## src/rtl/y86_pipe_pkg.sv

```systemverilog
// Shared definitions for the y86 pipeline-stage skid registers: occupancy
// state encodings, y86 bubble constants and per-stage bundle widths.
package y86_pipe_pkg;

    // Number of bundles held by a stage register; the encoding is the count.
    typedef enum logic [1:0] {
        OCC_EMPTY = 2'd0,
        OCC_ONE   = 2'd1,
        OCC_FULL  = 2'd2
    } occ_e;

    // y86 instruction / status encodings used to build bubble bundles.
    localparam logic [3:0] I_NOP    = 4'h1;
    localparam logic [3:0] F_NONE   = 4'h0;
    localparam logic [3:0] REG_NONE = 4'hF;
    localparam logic [2:0] STAT_BUB = 3'd0;
    localparam logic [2:0] STAT_AOK = 3'd1;

    // Bundle widths of the individual stage registers.
    localparam int F_BUNDLE_W = 64;                          // predPC
    localparam int D_BUNDLE_W = 3 + 4 + 4 + 4 + 4 + 64 + 64; // stat icode ifun rA rB valC valP
    localparam int E_BUNDLE_W = 3 + 4 + 4 + 64 * 3 + 4 * 4;  // stat icode ifun valC valA valB dstE dstM srcA srcB
    localparam int M_BUNDLE_W = 3 + 4 + 1 + 64 * 2 + 4 * 2;  // stat icode Cnd valE valA dstE dstM
    localparam int W_BUNDLE_W = 3 + 4 + 64 * 2 + 4 * 2;      // stat icode valE valM dstE dstM

    // Decode-stage bubble: nop with SBUB status and no register traffic.
    localparam logic [D_BUNDLE_W-1:0] D_BUBBLE =
        {STAT_BUB, I_NOP, F_NONE, REG_NONE, REG_NONE, 64'd0, 64'd0};

endpackage

```

## src/rtl/y86_pipe_skid_reg_if.sv

```systemverilog
// Valid/ready bundle channel between two pipeline stages.
interface y86_pipe_skid_reg_if #(
    parameter int WIDTH = 32
);
    logic             valid;
    logic             ready;
    logic [WIDTH-1:0] data;

    // Producer side of the channel.
    modport master (output valid, output data, input ready);
    // Consumer side of the channel.
    modport slave (input valid, input data, output ready);
endinterface

```

## src/rtl/y86_sat_counter.sv

```systemverilog
// Saturating up-counter with synchronous clear; sticks at all-ones.
module y86_sat_counter #(
    parameter int STALL_CNT_W = 16
) (
    input  logic                   clk,
    input  logic                   clear,
    input  logic                   inc,
    output logic [STALL_CNT_W-1:0] count
);

    // Count up on inc, hold once every bit is set, clear has priority.
    always_ff @(posedge clk) begin
        if (clear) begin
            count <= '0;
        end else if (inc && !(&count)) begin
            count <= count + 1'b1;
        end
    end

endmodule

```

## src/rtl/y86_pipe_skid_reg.sv

```systemverilog
// Pipeline-stage register with a 2-entry skid buffer, registered in_ready,
// bubble (flush) insertion and a saturating stall-cycle counter.
module y86_pipe_skid_reg
    import y86_pipe_pkg::*;
#(
    parameter int               WIDTH       = 32,
    parameter logic [WIDTH-1:0] RESET_VAL   = '0,
    parameter logic [WIDTH-1:0] BUBBLE_VAL  = '0,
    parameter int               STALL_CNT_W = 16
) (
    input  logic                   clk,
    input  logic                   reset,
    y86_pipe_skid_reg_if.slave     up,
    input  logic                   bubble,
    y86_pipe_skid_reg_if.master    down,
    output logic [1:0]             occupancy,
    output logic [STALL_CNT_W-1:0] stall_cnt
);

    occ_e             state, state_next;
    logic [WIDTH-1:0] main_data, main_next;
    logic [WIDTH-1:0] skid_data, skid_next;
    logic             in_ready_q;
    logic             accept, send;

    assign up.ready   = in_ready_q;
    assign down.valid = (state != OCC_EMPTY);
    assign down.data  = main_data;
    assign occupancy  = state;

    assign accept = up.valid & in_ready_q;
    assign send   = down.valid & down.ready;

    // Next occupancy and register contents from the handshake and bubble.
    always_comb begin
        state_next = state;
        main_next  = main_data;
        skid_next  = skid_data;
        unique case (state)
            OCC_EMPTY: begin
                if (accept) begin
                    state_next = OCC_ONE;
                    main_next  = up.data;
                end
            end
            OCC_ONE: begin
                if (accept && send) begin
                    main_next = up.data;
                end else if (accept) begin
                    state_next = OCC_FULL;
                    skid_next  = up.data;
                end else if (send) begin
                    state_next = OCC_EMPTY;
                    main_next  = BUBBLE_VAL;
                end
            end
            OCC_FULL: begin
                if (send) begin
                    state_next = OCC_ONE;
                    main_next  = skid_data;
                end
            end
            default: begin
                state_next = OCC_EMPTY;
                main_next  = BUBBLE_VAL;
            end
        endcase
        // A flush wins over every transfer; any accepted bundle is dropped.
        if (bubble) begin
            state_next = OCC_EMPTY;
            main_next  = BUBBLE_VAL;
        end
    end

    // State, output register and the registered in_ready flag.
    always_ff @(posedge clk) begin
        if (reset) begin
            state      <= OCC_EMPTY;
            main_data  <= RESET_VAL;
            in_ready_q <= 1'b1;
        end else begin
            state      <= state_next;
            main_data  <= main_next;
            in_ready_q <= (state_next != OCC_FULL);
        end
    end

    // Skid storage is only meaningful while FULL, so it needs no reset.
    always_ff @(posedge clk) begin
        skid_data <= skid_next;
    end

    y86_sat_counter #(
        .STALL_CNT_W(STALL_CNT_W)
    ) u_stall_cnt (
        .clk  (clk),
        .clear(reset),
        .inc  (down.valid & ~down.ready),
        .count(stall_cnt)
    );

endmodule

```

## src/flat_wrapper.sv

```systemverilog
// flat-port wrapper written by rule: the top's interface ports become plain ports
module y86_pipe_skid_reg_flat import y86_pipe_pkg::*;
#(
    parameter int               WIDTH       = 32,
    parameter logic [WIDTH-1:0] RESET_VAL   = '0,
    parameter logic [WIDTH-1:0] BUBBLE_VAL  = '0,
    parameter int               STALL_CNT_W = 16
)
  (clk, reset, bubble, occupancy, stall_cnt, up_valid, up_data, up_ready, down_valid, down_data, down_ready);
  y86_pipe_skid_reg_if #(.WIDTH(WIDTH)) up_i ();
  y86_pipe_skid_reg_if #(.WIDTH(WIDTH)) down_i ();
  input  logic clk;
  input  logic reset;
  input  logic bubble;
  output logic [1:0] occupancy;
  output logic [STALL_CNT_W-1:0] stall_cnt;
  input wire logic [$bits(up_i.valid)-1:0] up_valid;
  input wire logic [$bits(up_i.data)-1:0] up_data;
  output wire logic [$bits(up_i.ready)-1:0] up_ready;
  output wire logic [$bits(down_i.valid)-1:0] down_valid;
  output wire logic [$bits(down_i.data)-1:0] down_data;
  input wire logic [$bits(down_i.ready)-1:0] down_ready;
  assign up_i.valid = up_valid;
  assign up_i.data = up_data;
  assign up_ready = up_i.ready;
  assign down_valid = down_i.valid;
  assign down_data = down_i.data;
  assign down_i.ready = down_ready;
  y86_pipe_skid_reg #(.WIDTH(WIDTH), .RESET_VAL(RESET_VAL), .BUBBLE_VAL(BUBBLE_VAL), .STALL_CNT_W(STALL_CNT_W)) u_core (.clk(clk), .reset(reset), .up(up_i), .bubble(bubble), .down(down_i), .occupancy(occupancy), .stall_cnt(stall_cnt));
endmodule
```

## config.mk

```make
export PLATFORM = sky130hd
export DESIGN_NAME = y86_pipe_skid_reg_flat
export DESIGN_NICKNAME = d
export VERILOG_FILES = /design/src/rtl/y86_pipe_pkg.sv /design/src/rtl/y86_pipe_skid_reg_if.sv /design/src/rtl/y86_sat_counter.sv /design/src/rtl/y86_pipe_skid_reg.sv /design/src/flat_wrapper.sv
export SDC_FILE = /design/constraint.sdc
export NUM_CORES = 1
export LEC_CHECK = 0
export ABC_AREA = 1
export CAP_MARGIN = 20
export CORE_MARGIN = 1
export CORE_UTILIZATION = 44
export CTS_CLUSTER_DIAMETER = 40
export CTS_CLUSTER_SIZE = 8
export DETAILED_ROUTE_END_ITERATION = 10
export GPL_ROUTABILITY_DRIVEN = 0
export GPL_TIMING_DRIVEN = 0
export PLACE_DENSITY = 0.79
export SLEW_MARGIN = 20
export SYNTH_ARGS = -nofsm -noshare
export SYNTH_HDL_FRONTEND = slang
export SYNTH_SLANG_ARGS = --single-unit
```

## constraint.sdc

```tcl
create_clock -name clk -period 2.8 [get_ports clk]
set_clock_uncertainty 0.05 [all_clocks]
set_input_delay 0.56 -clock clk [delete_from_list [all_inputs] [get_ports clk]]
set_output_delay 0.56 -clock clk [all_outputs]
set_load 0.01 [all_outputs]
```

# After elaboration in Yosys (flattened, before gate mapping)
# Index checks and enable logic that the tools add are counted.
[word_totals]
regBits = 83
inputBits = 37
out_inout_bits = 52
elab_cells = 40
[op_classes]
addsub = 1
n_eq_ne = 7
muxes = 13
n_bitwise = 5
n_reduce_logical = 9
[op_table]
columns = ["cell", "count"]
rows = [
  ["32-bit two-way mux", 5],
  ["32-bit case mux with 3 select lines", 1],
  ["16-bit by 1-bit adder with 16-bit output (second input constant)", 1],
  ["16-bit AND reduction", 1],
  ["2-bit two-way mux", 6],
  ["2-bit case mux with 3 select lines", 1],
  ["2-bit by 1-bit inequality test with 1-bit output (second input constant)", 2],
  ["4-bit AND reduction", 1],
  ["1-bit AND", 3],
  ["3-bit by 1-bit inequality test with 1-bit output (second input constant)", 1],
  ["3-bit inequality test (second input constant)", 1],
  ["3-bit AND reduction", 1],
  ["2-bit by 1-bit equality test with 1-bit output (second input constant)", 1],
  ["2-bit equality test (second input constant)", 1],
  ["1-bit logical AND", 2],
  ["2-bit zero test", 1],
  ["2-bit inequality test (second input constant)", 1],
  ["1-bit NOT", 2],
  ["2-bit nonzero test", 1],
  ["2-bit OR reduction", 1],
  ["1-bit zero test", 1],
]

# Depth between registers and ports, before layout
# Gate-level depths: netlist of run 1.
[depth]
word_depth = 8
ltp_mapped = 10
ltp_nobuf = 9

# Hierarchy
# Synthesis of run 1 repeated with hierarchy kept, for this count alone.
[hier_totals]
cells_unflattened = 450
area_unflattened_um2 = 3657.3
[modules_own_cells]
columns = ["module", "instances", "cells_per_inst", "area_per_inst_um2", "seq_area_each_um2"]
rows = [
  ["y86_pipe_skid_reg", 1, 304, 2678.8, 1661.6],
  ["y86_sat_counter", 1, 146, 978.4, 320.3],
]

# Worst setup path before layout of run 1
# No wires, ideal clock.
[synth_timing]
path_kind = "input to register"
from = "in up_valid"
to = "reg u_core.skid_data[0] (enable)"
setup_ns = 0.421
t_arrival_ns = 2.139
required_time_ns = 2.329
setup_slack_ns = 0.190
path_stages = 4
n_path_buf = 0
path_cell_list = "nand2_1 inv_1 nand2_1 nor2_1"
[synth_between]
elab_chain_len = 4
[synth_rtl]
columns = ["element", "line_no", "rtl"]
rows = [
  ["start, declared", "flat_wrapper.sv:17", "input wire logic [$bits(up_i.valid)-1:0] up_valid;"],
  ["1-bit AND *", "y86_pipe_skid_reg.sv:31", "assign accept = up.valid & in_ready_q;"],
  ["1-bit logical AND", "y86_pipe_skid_reg.sv:47", "if (accept && send) begin"],
  ["1-bit NOT (no line)", "n/a", ""],
  ["3-bit AND reduction (no line) *", "n/a", ""],
  ["end signal, assigned", "y86_pipe_skid_reg.sv:90", "skid_data <= skid_next;"],
  ["end, declared", "y86_pipe_skid_reg.sv:22", "logic [WIDTH-1:0] skid_data, skid_next;"],
]
# Mark *: on every way between the ends. The rest lies on a longest branch, timed or not.
# A chain may end at the register's enable or synchronous reset.

# Worst setup path in the final report of run 1
[layout_timing]
from = "reg u_core.state[1] (netlist: u_core.occupancy[1])"
to = "out down_valid"
[layout_between]
elab_chain_len = 1
[layout_rtl]
columns = ["element", "line_no", "rtl"]
rows = [
  ["start, declared", "y86_pipe_skid_reg.sv:20", "occ_e state, state_next;"],
  ["start signal, assigned", "y86_pipe_skid_reg.sv:82", "state <= state_next;"],
  ["2-bit nonzero test", "y86_pipe_skid_reg.sv:27", "assign down.valid = (state != OCC_EMPTY);"],
  ["end, declared", "flat_wrapper.sv:20", "output wire logic [$bits(down_i.valid)-1:0] down_valid;"],
]
# No other way between the ends.

==> results summary, run 1 <==
The flow ran to the end, and the final reports show no timing, DRC or antenna violations. The first-pass iteration count of the detailed router came out at 4. The relative contribution of the clock network to total power came out at 0.356. The number of cells on the critical path came out at 3. The share of Yosys cell area claimed by the top area cell type came out at 0.2789. The count of routing violations after the opening detailed-route iteration came out at 106. The row count is 32. The number of global-route vias before repair is 3007.

The number of instances on the worst hold path came out at 2. The worst slack at placement came out at 0.4991 ns. The tightest slew margin relative to the limit came out at 0.6125. The max-slew violation total from the final report is 0. The achievable clock frequency is 0.4784 GHz. The final net count is 590.

When the netlist entered floorplanning its net count stood at 490. Yosys printed 0 warnings. The initial antenna violation count came out at 0. sky130_fd_sc_hd__dfxtp_1 takes more of the synthesized area than any other cell.

The hold violation count in the final report is 0. The maximum single-stage delay on the critical path came out at 0.56 ns. The count of buffers added on input and output ports is 88. The reported leakage power is 0.001867 uW. In this run, post-CTS repair resized a total of 0 instances. The count of maximum capacitance violations is 0.

The distinct cell type count of the synthesized netlist is 23. The sequential fraction of design power is 0.533. After layout, the worst setup slack is 0.7096 ns. The overall fraction of global-route tracks in use came out at 0.2090. The netlist area before placement came out at 0.003661 mm^2. Synthesis handed over a netlist of 452 instances. The ratio of cells with drive above 1 in the final layout is 0.08797. The number of buffers and inverters on the critical path came out at 2. The final cell utilization of the core is 0.6218. The final clock period utilization by the worst path is 0.7466.

The transition time of the tightest slew-check pin came out at 0.5812 ns. 0 antenna diodes ended up in the layout. Internal power comes to 1823 uW.

The insertion delay to the later sink of the worst-skew pair is 0.36 ns. For this configuration, the core starts out at a cell density of 0.4641. The total number of vias is 3302. The number of top-level design ports came out at 89. The core region area came out at 0.007888 mm^2. STA puts the critical path data arrival time at 1.48 ns. The share of total power dissipated in combinational logic is 0.111. In this run the worst path has a maximum fanout of 4. The highest ir drop seen on vdd is 0.2285 mV.

Setup repair after global routing left no endpoint under its margin. The routed length on met3 is 487 um. The area growth from synthesis to layout is 33.97%. The count of clock tree sinks is 83. In this run the number of H-tree levels came out at 3.

The leading register cell type out of synthesis is sky130_fd_sc_hd__dfxtp_1. Routed signal wires occupy layers up through met4. The first-pass GRT wire length came out at 14.10 mm. Grouping stages by cell kind, the critical path spends the most delay in buffers and inverters. The hold-fix buffer count after cts is 0.

STA classifies the critical path startpoint as a flop. The sequential cell area fraction in the yosys report came out at 0.5414. TritonCTS built the clock tree.

The number of endpoints failing setup at the final stage came out at 0. The die width came out at 93.22 um. The share of synthesized flip-flops with an asynchronous set or reset is 0. The clock period minus final worst setup slack is 2.090 ns.

The switching power share of the total is 0.2467. The critical path goes through inv_2 -> nand2_4 -> clkdlybuf4s50_1. Global routing finished with a remaining overflow of 0.

The maximum number of pins on one net before global-route repair is 21. The floorplan die area came out at 0.008689 mm^2. Buffers added to address setup during post-CTS repair amount to 0. The met1 routed wirelength after detailed routing is 3.730 mm. The number of vias per cell came out at 5.011. The critical path in this run is classified as flop to output port.

Sorting the synthesized cells by area gives the leading types as sky130_fd_sc_hd__dfxtp_1, sky130_fd_sc_hd__edfxtp_1, sky130_fd_sc_hd__nand2_1. On the critical path, the stage with the largest delay is an instance of sky130_fd_sc_hd__clkdlybuf4s50_1. The average detailed-routed wire length per instance came out at 13.05 um.

The count of nets left with antenna violations once routing finished came out at 0. The register bit total from synthesis is 83. STA puts the critical path data required time at 2.19 ns. In the routed design, unresolved DRC markers number 0. The tree is rooted in a sky130_fd_sc_hd__clkbuf_8.

The number of buffers on the longest clock path is 2. The number of enable-type register cells in the synthesized netlist came out at 32. The die extent in y is 93.22 um. The detailed route wirelength on metal2 came out at 4.309 mm.

The power density over cell area came out at 493.6 mW/mm^2. The switching component of the power is 597.3 uW. The clock transition at the register clock pins on the worst setup and hold paths after CTS is 0.08 ns. The sum of routed wire length over all layers came out at 8.598 mm. Summing internal, switching and leakage power gives 2421 uW.

TritonCTS created 9 clock buffers. The min-delay analysis places its worst path in the category flop to flop. The mean area per synthesized cell is 8.100 um^2. The worst setup path is captured at an output port. The detailed-placement wirelength estimate came out at 6.171 mm. The number of cells on the worst reg-to-reg path is 8.
==> metrics by stage <==
stage | hold WS [ns] | cell area, um^2 | instances | TNS [ns]
floorplan | 0.4374 | 3661 | 452 | 0
global placement | 0.4016 | 4669 | 642 | -26.11
detailed placement | 0.4055 | 4705 | 643 | 0
CTS | 0.4201 | 4905 | 659 | 0
global route | 0.4383 | 4905 | 659 | 0
finish | 0.4163 | 4905 | 659 | 0
==> kinds of logic after synthesis <==
kind of cell	share of synthesized area
simple gates	0.3110
flops	0.5414
compound gates	0.07690
buf+inv	0.05536
xor+xnor	0.01196
fa+ha+maj	0.003417
==> per-layer routing <==
metal  track usage  up-vias
li1              -     1674
met1        0.2660     1539
met4       0.06795        0
met3       0.05528        6
met2        0.3450       83
met5             0        -
==> worst min-delay path, delay by kind of cell (launching register included) <==
kind / cells / cell delay (ns)
AND/OR/NAND/NOR: 1 / 0.06
flip-flops: 1 / 0.31
AO/OA/AOI/OAI: 1 / 0.05
==> sequential cells by signal, summed over array words and instances (netlist names) <==
signal and cells:
u_core.down.data 32, u_core.occupancy 2, u_core.skid_data 32, u_core.u_stall_cnt.count 16, u_core.up.ready 1
==> final timing paths <==
kind	startpoint	slack, ns	to
worst max-delay path	u_core.occupancy[1]	0.71	down_valid
worst min-delay path	u_core.down.data[0]	0.42	u_core.down.data[0]
worst max register to register	u_core.u_stall_cnt.count[0]	1.04	u_core.u_stall_cnt.count[14]
worst min register to register	u_core.down.data[0]	0.42	u_core.down.data[0]
==> placed cells by master (no fill, tap or decap), types with 2 or more instances in the layout <==
cell / netlist / routed
sky130_fd_sc_hd__nand2_1: 181 / 181
sky130_fd_sc_hd__clkdlybuf4s50_1: 0 / 88
sky130_fd_sc_hd__dfxtp_1: 51 / 51
sky130_fd_sc_hd__a21oi_1: 44 / 44
sky130_fd_sc_hd__nand3_1: 42 / 42
sky130_fd_sc_hd__edfxtp_1: 32 / 32
sky130_fd_sc_hd__nor2_1: 29 / 28
sky130_fd_sc_hd__inv_1: 18 / 18
sky130_fd_sc_hd__clkbuf_8: 0 / 9
sky130_fd_sc_hd__clkbuf_1: 7 / 7
sky130_fd_sc_hd__nand4_1: 7 / 7
sky130_fd_sc_hd__buf_4: 6 / 6
sky130_fd_sc_hd__buf_2: 6 / 6
sky130_fd_sc_hd__nor2_4: 4 / 5
sky130_fd_sc_hd__xor2_1: 5 / 5
sky130_fd_sc_hd__inv_2: 3 / 3
sky130_fd_sc_hd__nand2_4: 3 / 3
sky130_fd_sc_hd__a21oi_2: 3 / 3
sky130_fd_sc_hd__o21ai_2: 2 / 2
sky130_fd_sc_hd__nand2_2: 2 / 2
sky130_fd_sc_hd__buf_6: 2 / 2
sky130_fd_sc_hd__o21ai_0: 2 / 2
sky130_fd_sc_hd__clkinvlp_4: 0 / 2
sky130_fd_sc_hd__clkinv_4: 0 / 2
==> cells in the mapped netlist, types with 5 or more instances <==
| cell | instances |
|---|---|
| sky130_fd_sc_hd__nand2_1 | 181 |
| sky130_fd_sc_hd__dfxtp_1 | 51 |
| sky130_fd_sc_hd__a21oi_1 | 44 |
| sky130_fd_sc_hd__nand3_1 | 42 |
| sky130_fd_sc_hd__edfxtp_1 | 32 |
| sky130_fd_sc_hd__nor2_1 | 29 |
| sky130_fd_sc_hd__inv_1 | 18 |
| sky130_fd_sc_hd__clkbuf_1 | 7 |
| sky130_fd_sc_hd__nand4_1 | 7 |
| sky130_fd_sc_hd__buf_2 | 6 |
| sky130_fd_sc_hd__buf_4 | 6 |
| sky130_fd_sc_hd__xor2_1 | 5 |
==> cell type report <==
class | count | area, um^2
Multi-Input combinational cell | 327 | 1484
Clock buffer | 9 | 123.9
Clock inverter | 7 | 76.32
Fill cell | 702 | 2983
Timing Repair Buffer | 89 | 908.4
Buffer | 21 | 123.9
Tap cell | 102 | 127.6
Inverter | 21 | 78.83
Sequential cell | 83 | 1982
==> power groups by stage <==
stage	Combinational, uW	Clock, uW	Sequential (uW)
floorplan	125	0	1330
global placement	262	0	1320
detailed placement	270	0	1320
CTS	271	879	1290
global route	298	940	1290
finish	269	862	1290
Note: power is estimated with default switching activity, not from simulation.
==> run 2, diff against run 1 <==
--- a/config.mk
+++ b/config.mk
@@ -14,7 +14,7 @@
 export DETAILED_ROUTE_END_ITERATION = 10
 export GPL_ROUTABILITY_DRIVEN = 0
 export GPL_TIMING_DRIVEN = 0
-export PLACE_DENSITY = 0.79
+export PLACE_DENSITY = 0.82
 export SLEW_MARGIN = 20
 export SYNTH_ARGS = -nofsm -noshare
 export SYNTH_HDL_FRONTEND = slang
==> constraint.sdc (replaced) <==
create_clock -name clk -period 1.9 [get_ports clk]
set_clock_uncertainty 0.05 [all_clocks]
set_input_delay 0.38 -clock clk [delete_from_list [all_inputs] [get_ports clk]]
set_output_delay 0.38 -clock clk [all_outputs]
set_load 0.01 [all_outputs]
==> run 2 against run 1 <==
Net effect:
- combinational power increased by 46%
- non-clock buffer count decreased by 1
- global-route usage decreased by 0.75 points
- total power increased by 54%
- register-to-register slack got worse by 0.88 ns
- die area unchanged
- cell count unchanged
- sequential share of layout area decreased by 0.13 points
- routed wire length decreased by 3.8%
- sequential power increased by 47%
==> results summary, run 2 (synthesis gave the netlist of run 1 again) <==
The clock tree root buffer cell is sky130_fd_sc_hd__clkbuf_8 (unchanged). The die extent in y came to 93.22 um (unchanged). RSZ-0062 raised after global routing: no (unchanged). The hold-fix buffer count after cts is 0 (unchanged). Series of cell instances along the critical path: clkdlybuf4s50_1 (was inv_2 -> nand2_4 -> clkdlybuf4s50_1). The hold violation count in the final report is 0 (unchanged). The endpoint type of the worst setup path is an output port (unchanged). The biggest fanout along the worst timing path is 6 (was 4). The core region area came out at 0.007888 mm^2 (unchanged). The number of diodes is 0 (unchanged).

The number of top-level design ports came out at 89 (unchanged). The first-pass iteration count of the detailed router came out at 4 (unchanged). The tightest slew margin relative to the limit is 0.6261 (was 0.6125).

The reported leakage power is 0.001912 uW (was 0.001867 uW). The path class of the lowest-slack min-delay path is primary input to flop (was flop to flop). The clock period minus final worst setup slack is 1.795 ns.

The overall fraction of global-route tracks in use is 0.2015 (was 0.2090). The relative contribution of the clock network to total power came out at 0.387 (was 0.356). The number of clock buffers inserted by TritonCTS was 9 (unchanged). The number of vias per cell is 4.945 (was 5.011).

The count of input and output buffers came out at 88 (unchanged). The final cell utilization of the core came to 0.6255 (was 0.6218). The count of clock tree sinks is 83 (unchanged).

Status: finished, final reports clean (unchanged). The overflow left after global routing is 0 (unchanged). The switching power share of the total is 0.2273 (was 0.2467). The CTS H-tree depth is 3 (unchanged). The ratio of cells with drive above 1 in the final layout came to 0.09695 (was 0.08797). The area growth from synthesis to layout came to 34.76% (was 33.97%). The power density over cell area is 757.9 mW/mm^2 (was 493.6 mW/mm^2).

The sum of routed wire length over all layers came out at 8.274 mm (was 8.598 mm). The row count came out at 32 (unchanged). The internal power consumption is 2890 uW (was 1823 uW). The switching component of the power is 849.8 uW (was 597.3 uW). The max-slew violation total from the final report is 0 (unchanged).

The number of instances in the placed design was 642 (was 643). The required time of the critical path came out at 1.47 ns (was 2.19 ns). The maximum single-stage delay on the critical path came out at 0.58 ns (was 0.56 ns).

The non-filler instance count after layout is 659 (unchanged). The category of the critical setup timing path is flop to output port (unchanged). The leading cell type in the layout, fill and taps excluded is sky130_fd_sc_hd__nand2_1 (unchanged). The count of maximum capacitance violations is 0 (unchanged).

The signal arrival time at the worst endpoint was 1.37 ns (was 1.48 ns). The maximum number of pins on one net before global-route repair is 17 (was 21). The number of endpoints failing setup at the final stage is 0 (unchanged).

The standard cell with the maximum stage delay on the critical path is sky130_fd_sc_hd__clkdlybuf4s50_1 (unchanged). The number of buffers and inverters on the critical path came out at 1 (was 2). The highest ir drop seen on vdd came out at 0.4088 mV (was 0.2285 mV). The floorplan die area was 0.008689 mm^2 (unchanged). The critical path startpoint category is a flop (unchanged). The final net count came to 590 (unchanged). The detailed-placement wirelength estimate is 5.911 mm (was 6.171 mm). The first-pass GRT wire length is 13.80 mm (was 14.10 mm).

Most frequent cells in the layout: sky130_fd_sc_hd__nand2_1, sky130_fd_sc_hd__clkdlybuf4s50_1, sky130_fd_sc_hd__dfxtp_1 (unchanged). Of the available clock period, the critical path in the final layout requires 0.9448. The clock transition at the register clock pins on the worst setup and hold paths after CTS is 0.09 ns (was 0.08 ns). The die width is 93.22 um (unchanged). The portion of total power attributed to combinational logic is 0.105 (was 0.111). The number of buffers on the longest clock path is 2 (unchanged). The sequential fraction of design power is 0.508 (was 0.533). The number of global-route vias before repair came to 2967 (was 3007). The initial core utilization came out at 0.4641 (unchanged). The final standard cell area without fillers is 0.004933 mm^2 (was 0.004905 mm^2). The initial antenna violation count came out at 0 (unchanged).

The DRC violations left was 0 (unchanged). The total number of vias is 3259 (was 3302). The TritonCTS clock tree is built (unchanged). The area after detailed placement is 0.004677 mm^2 (was 0.004705 mm^2). The insertion delay to the later sink of the worst-skew pair was 0.35 ns (was 0.36 ns). The count of routing violations after the opening detailed-route iteration is 103 (was 106).

The residual antenna-violating net count after detailed routing is 0 (unchanged). The achievable clock frequency came out at 0.5571 GHz. The average detailed-routed wire length per instance came out at 12.56 um (was 13.05 um). The transition time of the tightest slew-check pin is 0.5609 ns (was 0.5812 ns). The kind of cell with the highest combined delay on the critical path is buffers and inverters (unchanged).
[run 2: changes by cell type in the layout (fill, tap and decap cells not counted), sizes merged]
cell,delta
buf,-1
bufinv,+1
clkbuf,+2
clkdlybuf4s50,-2
clkinv,-1
clkinvlp,-2
dlymetal6s2s,+2
nor2,+1
[run 2: layout make-up]
class,count,area [um^2]
Fill cell,680,2954
Buffer,21,125.1
Sequential cell,83,1987
Timing Repair Buffer,88,885.9
Multi-Input combinational cell,328,1495
Clock buffer,11,151.4
Clock inverter,5,82.58
Tap cell,102,127.6
Inverter,21,78.83
[run 2: per-layer routing]
layer	up-vias	share of wire	global-route usage
met1	1486	0.46	0.2552
met5	-	0	0
met4	0	0.013	0.05897
met3	12	0.051	0.04146
met2	86	0.47	0.3462
li1	1675	-	-
[run 2: repair_timing]
action	in CTS	in global routing
cloned	1	0
setup buffers	0	0
setup endpoints to repair	33	31
resized for setup	2	7
[run 2: power by group through the flow]
stage / Combinational [uW] / Clock (uW) / Sequential, uW
floorplan: 185 / 0 / 1950
CTS: 397 / 1470 / 1900
global placement: 385 / 0 / 1940
global route: 439 / 1550 / 1900
detailed placement: 392 / 0 / 1940
finish: 394 / 1450 / 1900
[run 2: final timing paths]
kind,slack (ns),to,start,depth (start not counted)
max,0.10,stall_cnt[12],u_core.u_stall_cnt.count[12],1
min,0.39,u_core.occupancy[1],down_ready,2
max reg2reg,0.16,u_core.u_stall_cnt.count[7],u_core.u_stall_cnt.count[1],8
min reg2reg,0.42,u_core.down.data[30],u_core.down.data[30],2
[run 2: through the flow]
stage	hold slack, ns	setup slack, ns	setup TNS [ns]	power [uW]
6_report	0.3908	0.1049	0	3739
5_1_grt	0.4071	0.009344	0	3892
4_1_cts	0.4166	0.003296	0	3771
3_5_place_dp	0.4046	-0.4035	-16.54	2333
3_3_place_gp	0.4035	-0.3700	-14.45	2325
2_1_floorplan	0.4223	0.2648	0	2139
==> run 3, diff against run 2 <==
--- a/config.mk
+++ b/config.mk
@@ -6,6 +6,7 @@
 export NUM_CORES = 1
 export LEC_CHECK = 0
 export ABC_AREA = 1
+export ABC_CLOCK_PERIOD_IN_PS = 1900
 export CAP_MARGIN = 20
 export CORE_MARGIN = 1
 export CORE_UTILIZATION = 44
==> results of run 3 <==
No change in the layout: final DEF, timing and power equal those of run 2.
